## config.mk

```make
export PLATFORM = sky130hd
export DESIGN_NAME = conv_layer_dispatcher
export DESIGN_NICKNAME = d
export VERILOG_FILES = /design/src/rtl/conv_ctrl_pkg.sv /design/src/rtl/conv_loop_cnt.sv /design/src/rtl/conv_layer_dispatcher.sv
export SDC_FILE = /design/constraint.sdc
export NUM_CORES = 1
export LEC_CHECK = 0
export CORE_MARGIN = 1
export CORE_UTILIZATION = 35
export CTS_CLUSTER_DIAMETER = 30
export DETAILED_ROUTE_END_ITERATION = 10
export HOLD_SLACK_MARGIN = 0.08
export PLACE_DENSITY_LB_ADDON = 0.05
export SLEW_MARGIN = 20
export SYNTH_ARGS = -nofsm -noshare
export SYNTH_HDL_FRONTEND = slang
export SYNTH_SLANG_ARGS = --single-unit
```

## constraint.sdc

```tcl
create_clock -name aclk -period 3.7 [get_ports aclk]
set_input_delay 0.74 -clock aclk [delete_from_list [all_inputs] [get_ports aclk]]
set_output_delay 0.74 -clock aclk [all_outputs]
set_load 0.02 [all_outputs]
```

## src/rtl/conv_ctrl_pkg.sv

```systemverilog
// Shared types and helpers for the convolution control subsystem.
// Holds the dispatcher state encoding, loop index widths and the channel-group shift helper.
package conv_ctrl_pkg;

  typedef enum logic [1:0] {
    IDLE  = 2'd0,
    RUN   = 2'd1,
    FLUSH = 2'd2
  } state_t;

  localparam int IDX_W  = 16;
  localparam int KROW_W = 4;
  localparam int IROW_W = 17;

  // Ceiling log2, used to turn ATOMIC_C into a shift amount for channel grouping.
  function automatic int log2(input int value);
    int r;
    r = 0;
    for (int i = 0; i < 8; i++) begin
      if ((1 << i) < value) r = i + 1;
    end
    return r;
  endfunction

endpackage

```

## src/rtl/conv_loop_cnt.sv

```systemverilog
// One level of the nested layer loop: counts to a runtime maximum and wraps.
// carry flags the increment that wraps, so levels chain by feeding carry into the next incr.
module conv_loop_cnt
  import conv_ctrl_pkg::*;
#(
  parameter int W = IDX_W
) (
  input  logic         aclk,
  input  logic         aresetn,
  input  logic         aclken,
  input  logic         clear,
  input  logic         incr,
  input  logic [W-1:0] max,
  output logic [W-1:0] count,
  output logic         carry
);

  assign carry = incr && (count == max);

  always_ff @(posedge aclk or negedge aresetn) begin
    if (!aresetn) begin
      count <= '0;
    end else if (aclken) begin
      if (clear) begin
        count <= '0;
      end else if (incr) begin
        count <= carry ? '0 : count + {{(W-1){1'b0}}, 1'b1};
      end
    end
  end

endmodule

```

## src/rtl/conv_layer_dispatcher.sv

```systemverilog
// Layer loop sequencer: walks kernel-group, output-row, kernel-row, channel-group
// and issues one compute command per iteration, then waits for the datapath to drain.
module conv_layer_dispatcher
  import conv_ctrl_pkg::*;
#(
  parameter int  ATOMIC_C  = 4,
  parameter real SIM_DELAY = 1.0
) (
  input  logic                     aclk,
  input  logic                     aresetn,
  input  logic                     aclken,
  input  logic                     start,
  input  logic [15:0]              cfg_kgrp_n_m1,
  input  logic [15:0]              cfg_ofmap_h_m1,
  input  logic [15:0]              cfg_ifmap_h_m1,
  input  logic [3:0]               cfg_kernal_h_m1,
  input  logic [15:0]              cfg_chn_n_m1,
  input  logic [1:0]               cfg_stride_m1,
  input  logic [2:0]               cfg_pad_top,
  input  logic                     datapath_idle,
  output logic                     busy,
  output logic                     done,
  output logic                     cmd_valid,
  input  logic                     cmd_ready,
  output logic [IDX_W-1:0]         cmd_kgrp,
  output logic [IDX_W-1:0]         cmd_orow,
  output logic [KROW_W-1:0]        cmd_krow,
  output logic [IDX_W-1:0]         cmd_cgrp,
  output logic signed [IROW_W-1:0] cmd_irow,
  output logic                     cmd_pad,
  output logic                     cmd_first,
  output logic                     cmd_last,
  output logic                     cmd_layer_last
);

  localparam int CSHIFT = log2(ATOMIC_C);

  state_t                    state;
  logic [IDX_W-1:0]          kg_max, oh_max, ih_max, cg_max;
  logic [KROW_W-1:0]         kh_max;
  logic [1:0]                stride_m1;
  logic [2:0]                pad_top;
  logic signed [IROW_W-1:0]  irow_base, irow_raw, stride_step;
  logic                      hs, clear;
  logic                      cgrp_c, krow_c, orow_c, kgrp_c;
  logic                      krow_at_max, cgrp_at_max;

  assign hs    = cmd_valid && cmd_ready && aclken;
  assign clear = (state == IDLE);

  conv_loop_cnt #(.W(IDX_W)) u_cgrp (
    .aclk(aclk), .aresetn(aresetn), .aclken(aclken), .clear(clear),
    .incr(hs), .max(cg_max), .count(cmd_cgrp), .carry(cgrp_c)
  );

  conv_loop_cnt #(.W(KROW_W)) u_krow (
    .aclk(aclk), .aresetn(aresetn), .aclken(aclken), .clear(clear),
    .incr(cgrp_c), .max(kh_max), .count(cmd_krow), .carry(krow_c)
  );

  conv_loop_cnt #(.W(IDX_W)) u_orow (
    .aclk(aclk), .aresetn(aresetn), .aclken(aclken), .clear(clear),
    .incr(krow_c), .max(oh_max), .count(cmd_orow), .carry(orow_c)
  );

  conv_loop_cnt #(.W(IDX_W)) u_kgrp (
    .aclk(aclk), .aresetn(aresetn), .aclken(aclken), .clear(clear),
    .incr(orow_c), .max(kg_max), .count(cmd_kgrp), .carry(kgrp_c)
  );

  // irow_base tracks orow*stride - pad_top, so only the kernel row is added here.
  assign stride_step = $signed({15'b0, stride_m1}) + 17'sd1;
  assign irow_raw    = irow_base + $signed({13'b0, cmd_krow});
  assign krow_at_max = (cmd_krow == kh_max);
  assign cgrp_at_max = (cmd_cgrp == cg_max);

  assign cmd_irow       = cmd_valid ? irow_raw : '0;
  assign cmd_pad        = cmd_valid && (irow_raw[IROW_W-1] || (irow_raw > $signed({1'b0, ih_max})));
  assign cmd_first      = cmd_valid && (cmd_krow == '0) && (cmd_cgrp == '0);
  assign cmd_last       = cmd_valid && krow_at_max && cgrp_at_max;
  assign cmd_layer_last = cmd_last && (cmd_orow == oh_max) && (cmd_kgrp == kg_max);

  // Done is raised one edge after the drained datapath is seen, and busy drops the edge after.
  always_ff @(posedge aclk or negedge aresetn) begin
    if (!aresetn) begin
      state     <= IDLE;
      cmd_valid <= 1'b0;
      busy      <= 1'b0;
      done      <= 1'b0;
      kg_max    <= '0;
      oh_max    <= '0;
      ih_max    <= '0;
      cg_max    <= '0;
      kh_max    <= '0;
      stride_m1 <= '0;
      pad_top   <= '0;
      irow_base <= '0;
    end else if (aclken) begin
      case (state)
        IDLE: begin
          if (start) begin
            kg_max    <= cfg_kgrp_n_m1;
            oh_max    <= cfg_ofmap_h_m1;
            ih_max    <= cfg_ifmap_h_m1;
            kh_max    <= cfg_kernal_h_m1;
            cg_max    <= cfg_chn_n_m1 >> CSHIFT;
            stride_m1 <= cfg_stride_m1;
            pad_top   <= cfg_pad_top;
            irow_base <= -$signed({14'b0, cfg_pad_top});
            state     <= RUN;
            cmd_valid <= 1'b1;
            busy      <= 1'b1;
          end
        end
        RUN: begin
          if (kgrp_c) begin
            state     <= FLUSH;
            cmd_valid <= 1'b0;
          end
          if (orow_c) begin
            irow_base <= -$signed({14'b0, pad_top});
          end else if (krow_c) begin
            irow_base <= irow_base + stride_step;
          end
        end
        FLUSH: begin
          if (done) begin
            done  <= 1'b0;
            busy  <= 1'b0;
            state <= IDLE;
          end else if (datapath_idle) begin
            done <= 1'b1;
          end
        end
        default: state <= IDLE;
      endcase
    end
  end

endmodule
```

# Word-level counts from Yosys, hierarchy flattened
# Cells that the tools add are included.
totals:
  input_bits: 79
  regBits: 145
  output_inout_bits: 76
op_classes:
  n_eq_ne: 10
  magnitude_cmp: 1
  n_reduce_logical: 33
  mux: 28
  n_addsub: 9
op_table:
  columns: ["op", "n"]
  rows:
  - ["$mux 16", 9]
  - ["$mux 17", 4]
  - ["$add 16x1->16 const B", 3]
  - ["$neg 3->17", 2]
  - ["$pmux 17 s2", 1]
  - ["$eq 16x16->1", 2]
  - ["$add 17x4->17", 1]
  - ["$add 17x5->17", 1]
  - ["$gt 17x17->1", 1]
  - ["$eq 16x14->1", 1]
  - ["$logic_not 16->1", 1]
  - ["$reduce_and 4->1", 4]
  - ["$logic_and 1x1->1", 13]
  - ["$mux 4", 3]
  - ["$reduce_bool 2->1", 6]
  - ["$reduce_and 2->1", 5]
  - ["$mux 2", 3]
  - ["$pmux 2 s3", 1]
  - ["$mux 1", 5]
  - ["$add 4x1->4 const B", 1]
  - ["$eq 4x4->1", 1]
  - ["$logic_not 4->1", 1]
  - ["$ne 2x2->1 const B", 2]
  - ["$pmux 1 s2", 2]
  - ["8 further kinds", 8]

# Longest topological paths before layout
depth:
  depth_word: 9
  ltp_mapped: 17
  ltp_nobuf: 17

# Hierarchy
# A second synthesis with hierarchy kept.
unflattened:
  cells_unflattened: 952
  area_unflattened_um2: 9175.0
modules_own_cells:
  columns: ["module", "instances", "cells_per_inst", "area_each_um2", "seq_area_each_um2"]
  rows:
  - ["conv_layer_dispatcher", 1, 583, 5763.0, 2327.2]
  - ["conv_loop_cnt at u_cgrp ...", 2, 111, 1023.5, 400.4]
  - ["conv_loop_cnt at u_orow", 1, 113, 1071.0, 400.4]
  - ["conv_loop_cnt at u_krow", 1, 34, 294.0, 100.1]

# Worst setup path after synthesis
# No wires, ideal clock.
synth_timing:
  path_kind: "flip-flop to output port"
  start: "reg u_krow.count[0]"
  end: "out cmd_pad"
  required_ns: 2.960
  path_slack_ns: -0.457
  n_path_buf: 0
  path_stages_with_launch: 17
  t_arrival_ns: 3.417
  path_cell_list: "dfrtp_1 ha_1 inv_1 fa_1 nor2b_1 o21a_1 nor2_1 nor3_1 xor2_1 ha_1 nand4_1 nor2_1 a2111oi_0 o21ai_0 o211a_1 nor3_1 o32ai_1"
synth_between:
  elab_chain_cells: 4
synth_rtl:
  columns: ["item", "line_no", "text"]
  rows:
  - ["start: declaration", "conv_loop_cnt.sv:14", "output logic [W-1:0] count,"]
  - ["start signal: assignment", "conv_loop_cnt.sv:27", "count <= carry ? '0 : count + {{(W-1){1'b0}}, 1'b1};"]
  - ["$add 17x5->17 (*)", "conv_layer_dispatcher.sv:73", "assign irow_raw = irow_base + $signed({13'b0, cmd_krow});"]
  - ["$gt 17x17->1", "conv_layer_dispatcher.sv:78", "assign cmd_pad = cmd_valid && (irow_raw[IROW_W-1] || (irow_raw > $signed({1'b0, ih_max})));"]
  - ["$logic_or 1x1->1 (*)", "conv_layer_dispatcher.sv:78", null]
  - ["$logic_and 1x1->1 (*)", "conv_layer_dispatcher.sv:78", null]
  - ["end: declaration", "conv_layer_dispatcher.sv:30", "output logic cmd_pad,"]
# Mark *: on every way between the ends. The rest lies on a longest branch, timed or not.

# Worst setup path after layout
layout_timing:
  start: "reg irow_base[0]"
  end: "out cmd_pad"
layout_between:
  elab_chain_cells: 4
layout_rtl:
  columns: ["item", "line_no", "text"]
  rows:
  - ["start: declaration", "conv_layer_dispatcher.sv:43", "logic signed [IROW_W-1:0] irow_base, irow_raw, stride_step;"]
  - ["start signal: assignment", "conv_layer_dispatcher.sv:109", "irow_base <= -$signed({14'b0, cfg_pad_top});"]
  - ["start signal: assignment", "conv_layer_dispatcher.sv:121", "irow_base <= -$signed({14'b0, pad_top});"]
  - ["start signal: assignment", "conv_layer_dispatcher.sv:123", "irow_base <= irow_base + stride_step;"]
  - ["$add 17x5->17 (*)", "conv_layer_dispatcher.sv:73", null]
  - ["$gt 17x17->1", "conv_layer_dispatcher.sv:78", null]
  - ["$logic_or 1x1->1 (*)", "conv_layer_dispatcher.sv:78", null]
  - ["$logic_and 1x1->1 (*)", "conv_layer_dispatcher.sv:78", null]
# Marked as above.

==> results.md <==
Status:
- The flow ran to the end, but the final reports show violations.
- The checks that failed: setup timing.

CTS:
- After clock tree synthesis, the clock-pin slew on the worst setup and hold paths is about 0.070 ns.
- The buffer cell driving the clock tree root is clkbuf_16.
- The maximum clock path buffer count is 2.
- The CTS tree is built.
- The number of levels in the clock H-tree is 4.
- The clock latency on the worst-skew pair is roughly 0.43 ns.
- The CTS buffer count is 17.
- In this run, post-CTS hold repair placed 0 buffers.
- Clock tree synthesis found a total of 145 sinks.

Timing:
- The final-report setup violation count is 1.
- The setup skew after layout is between 0.01 and 0.015 ns.
- After layout, the worst path uses 118% of the clock period.
- The minimum period implied by the final worst setup slack is approximately 4.4 ns.
- The final critical-path setup slack is -0.683 ns.
- The pin slew with the least headroom to its limit is 0.688 ns.
- The final number of max-transition violations is 0.
- Setup repair after global routing could not meet its margin everywhere.
- The number of endpoints with negative hold slack in the final report was 0.
- The highest clock rate is approximately 230 MHz.
- The worst relative slew slack is between 50% and 60%.

Logic synthesis:
- A synthesized cell averages approximately 9.9 µm².
- The post-synthesis compound-gate area fraction is 10.4%.
- The synthesized netlist occupies a cell area of approximately 8300 µm².
- The async set or reset register ratio after synthesis is 100%.
- The multiplexer share of the synthesized area is ~7.4%.
- The adder-cell share of the synthesized area is 5.59%.
- The share of the synthesized netlist area taken by xor and xnor gates is a little under a tenth.
- The number of different library cells in the post-synthesis netlist is between 60 and 70.
- The synthesized instance count is around 840.
- The synthesized netlist devotes about a fifth of its cell area to simple gates.
- The share of synthesized area occupied by flip-flops and latches is between 40% and 50%.
- The number of flops mapped to enable cells by yosys is 0.
- During synthesis, Yosys emitted a total of 0 warnings.
- The most used flip-flop cell after synthesis is dfrtp_1.
- The total of flip-flops plus latches after synthesis is 145.
- Synthesis produced a netlist with a net count of between 900 and 1000.
- By area, the combinational part of the netlist is dominated by simple AND/OR/NAND/NOR gates.

Setup path:
- The kind of start point of the critical path is a flip-flop.
- The delay of the slowest cell on the worst path is around 0.39 ns.
- Broken down by cell family, the worst path's largest delay share belongs to compound AO/OA/AOI/OAI gates.
- The critical path goes through ha_4, inv_2, fa_2, nor2b_1, o21a_1, nor2_4, nor2_2, and3_4, xor2_2, ha_1, nand4_1, nor2_1, a2111oi_2, o21ai_1, o211a_1, nor3_2, o32ai_2, buf_4.
- The data arrival time of the worst path is approximately 3.6 ns.
- The required time of the worst setup path is between 2 and 3 ns.
- By startpoint and endpoint, the worst setup path is classified as reg2out.
- On the critical path, the stage with the largest delay is an instance of dfrtp_1.
- The register-to-register setup slack is a little under 0.8 ns.
- The number of buffers and inverters on the critical path is 2.
- Of all nets on the critical path, the largest fanout is 4.
- STA classifies the critical path endpoint as an output pin.

Placed design:
- The port buffer count is 152.
- The routability congestion estimate is 0.794.
- Summed over all nets, the half-perimeter wirelength after detailed placement is between 15000 and 20000 µm.
- The post-place setup slack is -0.771 ns.

Finish:
- Cells with a size suffix above 1 make up between 10% and 20% of the layout.
- After filler insertion, the fill cell instance count of the layout stands at approximately 2300.
- At the end of the flow, the number of nets in the layout was approximately 1200.
- Registers take 3630 µm².
- The area added between synthesis and finish is 37.1%.
- The number of antenna diodes in the final layout is 0.
- The multi-input logic area is about 4500 µm².

Detailed routing:
- The ratio of routed vias to standard cells is 4.90.
- In the final routed layout, each cell accounts on average for 16.4 µm.
- After detailed routing, the number of remaining DRC violations is 0.
- The post-route antenna net violation count is 0.
- The final layout contains routed wiring with a total length of 23000 µm.
- Detailed routing inserted a total of around 6800 vias.
- The detailed router finished its first iteration with 359 violations.
- The pre-antenna-repair detailed-routing pass consisted of 4 iterations.

Floorplanning:
- The die width is about 160 µm.
- Once the floorplan was initialized, standard cells occupied 35.6% of the core.
- The placement row count is 56.
- The region available for standard cell placement spans roughly 23000 µm².
- The vertical die dimension is approximately 160 µm.
- The die covers 24400 µm².
- The number of ports placed on the die boundary is 155.

Min path:
- The type of the worst min-delay path is in2async.

Global route:
- The number of global-route vias before repair is 6823.
- The global-route wire length before repair is between 30000 and 40000 µm.
- Global routing used between 20% and 30% of the available tracks.
- The number of antenna violations at the first check in global routing is 0.
- Entering global routing, the biggest net connects just under 60 pins.
- Summed over all layers, the global routing overflow is 0.

Power:
- After layout, the design draws a total of ~4 mW.
- Summed over all cells, the static leakage comes to between 5 and 6 nW.
- The worst voltage drop across the vdd grid is between 0.2 and 0.3 mV.
- In this run the power density over the cells is about 350 nW/µm².

Job:
- The tool flagged a number of max-cap violations equal to 0.
==> kinds of logic (layout without fill, tap and decap cells) <==
group,after synthesis,count (layout)
AOI/OAI and AO/OA,130,130
xor gates and xnor gates,89,89
adders and majority gates,36,36
buffers and inverters,66,304
DFF,145,145
muxes,55,55
and+or+nand+nor,320,320
==> state kept, by name (all words and copies together) (netlist names), 2 cells and up <==
name,flops
cg_max,14
ih_max,16
irow_base,17
kg_max,16
kh_max,4
oh_max,16
pad_top,3
state,2
stride_m1,2
u_cgrp.count,16
u_kgrp.count,16
u_krow.count,4
u_orow.count,16
==> worst reg2reg max path, stage by stage (launching register included) <==
cell	delay [ns]
dfrtp_1	0.53
xnor2_1	0.16
nand3_1	0.10
or4_4	0.70
nor2_1	0.21
a41o_1	0.56
nand2_1	0.35
o311ai_0	0.19
==> cell usage after synthesis (all sizes together), types with 6 or more instances <==
master  count  area share, %
ha         34            5.1
o21ai      66            4.0
xor2       54            5.7
nor3       12           0.86
clkbuf     18           0.81
nand4      25            2.0
and2       19            1.4
nand2      78            3.6
or2         6           0.45
a21oi      16           0.96
nor2       73            3.4
nor4       16            1.6
a21o        6           0.54
nand4b      6           0.63
buf        10           0.90
o31ai      12            1.5
dfrtp     145             44
nand3      45            2.7
and3       10           0.75
xnor2      35            3.8
mux2       55            7.4
or4         6           0.59
inv        37            1.7
==> cell usage in the layout, fill, tap and decap left out, types with 4 or more instances in the layout <==
cell type        instances
nor4_1                  13
nor3_1                   9
nand2_1                 77
o311ai_0                 4
a21oi_1                 15
inv_1                   36
buf_4                   82
nor2_1                  69
or4_1                    5
clkdlybuf4s50_1        138
xnor2_1                 32
dfrtp_1                143
and3_1                   9
clkbuf_16               17
a22o_1                   5
nand3_1                 45
or2_2                    5
dlygate4sd2_1            7
a21o_1                   6
mux2_2                  55
nor3b_1                  5
o31ai_1                  9
o21ai_0                 62
nor2b_1                  5
nand4_1                 23
ha_1                    33
xor2_1                  52
nand4b_1                 6
inv_8                    4
and2_1                  18
==> where the power goes <==
part           total (mW)  switching (mW)  internal [mW]
Combinational       0.562           0.261          0.300
Clock                1.74           0.767          0.970
Sequential           1.72          0.0706           1.65
==> metrics by stage <==
step | std cells | hold slack (ns) | util [%] | setup TNS [ns] | instance area, µm²
final | 1398 | 0.253 | 48.8 | -0.683 | 11400
after global placement | 1361 | 0.499 | 45.8 | -0.680 | 10700
after CTS | 1397 | 0.276 | 48.7 | -0.663 | 11400
after global routing | 1398 | 0.293 | 48.8 | -0.895 | 11400
after detailed placement | 1361 | 0.506 | 45.8 | -0.771 | 10700
after floorplan | 841 | 0.444 | - | -0.121 | 8350
==> final timing paths <==
kind,cells after the start,to,startpoint
worst min-delay path,1,cg_max[3],aresetn
max in group asynchronous,2,ih_max[14],aresetn
worst min register to register,2,busy,busy
min in group aclk,2,busy,busy
worst max-delay path,18,cmd_pad,irow_base[0]
worst max register to register,7,irow_base[4],u_cgrp.count[5]
==> layer usage <==
metal  vias to the layer above  GRT usage (%)  routed length, µm
met2                       143           33.0              10800
met1                      3261           27.0              10900
met3                        14           4.40               1030
met4                         0           4.53                212
li1                       3427              -                  -
met5                         -              0                  0
==> layout make-up <==
| class | count | area share (%) |
|---|---|---|
| Tap cell | 319 | 3.50 |
| Clock inverter | 14 | 1.29 |
| Sequential cell | 145 | 31.8 |
| Inverter | 38 | 1.25 |
| Multi-Input combinational cell | 630 | 39.6 |
| Clock buffer | 18 | 3.85 |
| Timing Repair Buffer | 234 | 18.7 |
==> what timing repair did <==
item	in CTS	in global routing
gates cloned	0	0
setup buffers	4	1
endpoints found under the setup margin	14	7
resized for setup	32	6
pin swaps	9	2
Note: power is estimated with default switching activity, not from simulation.
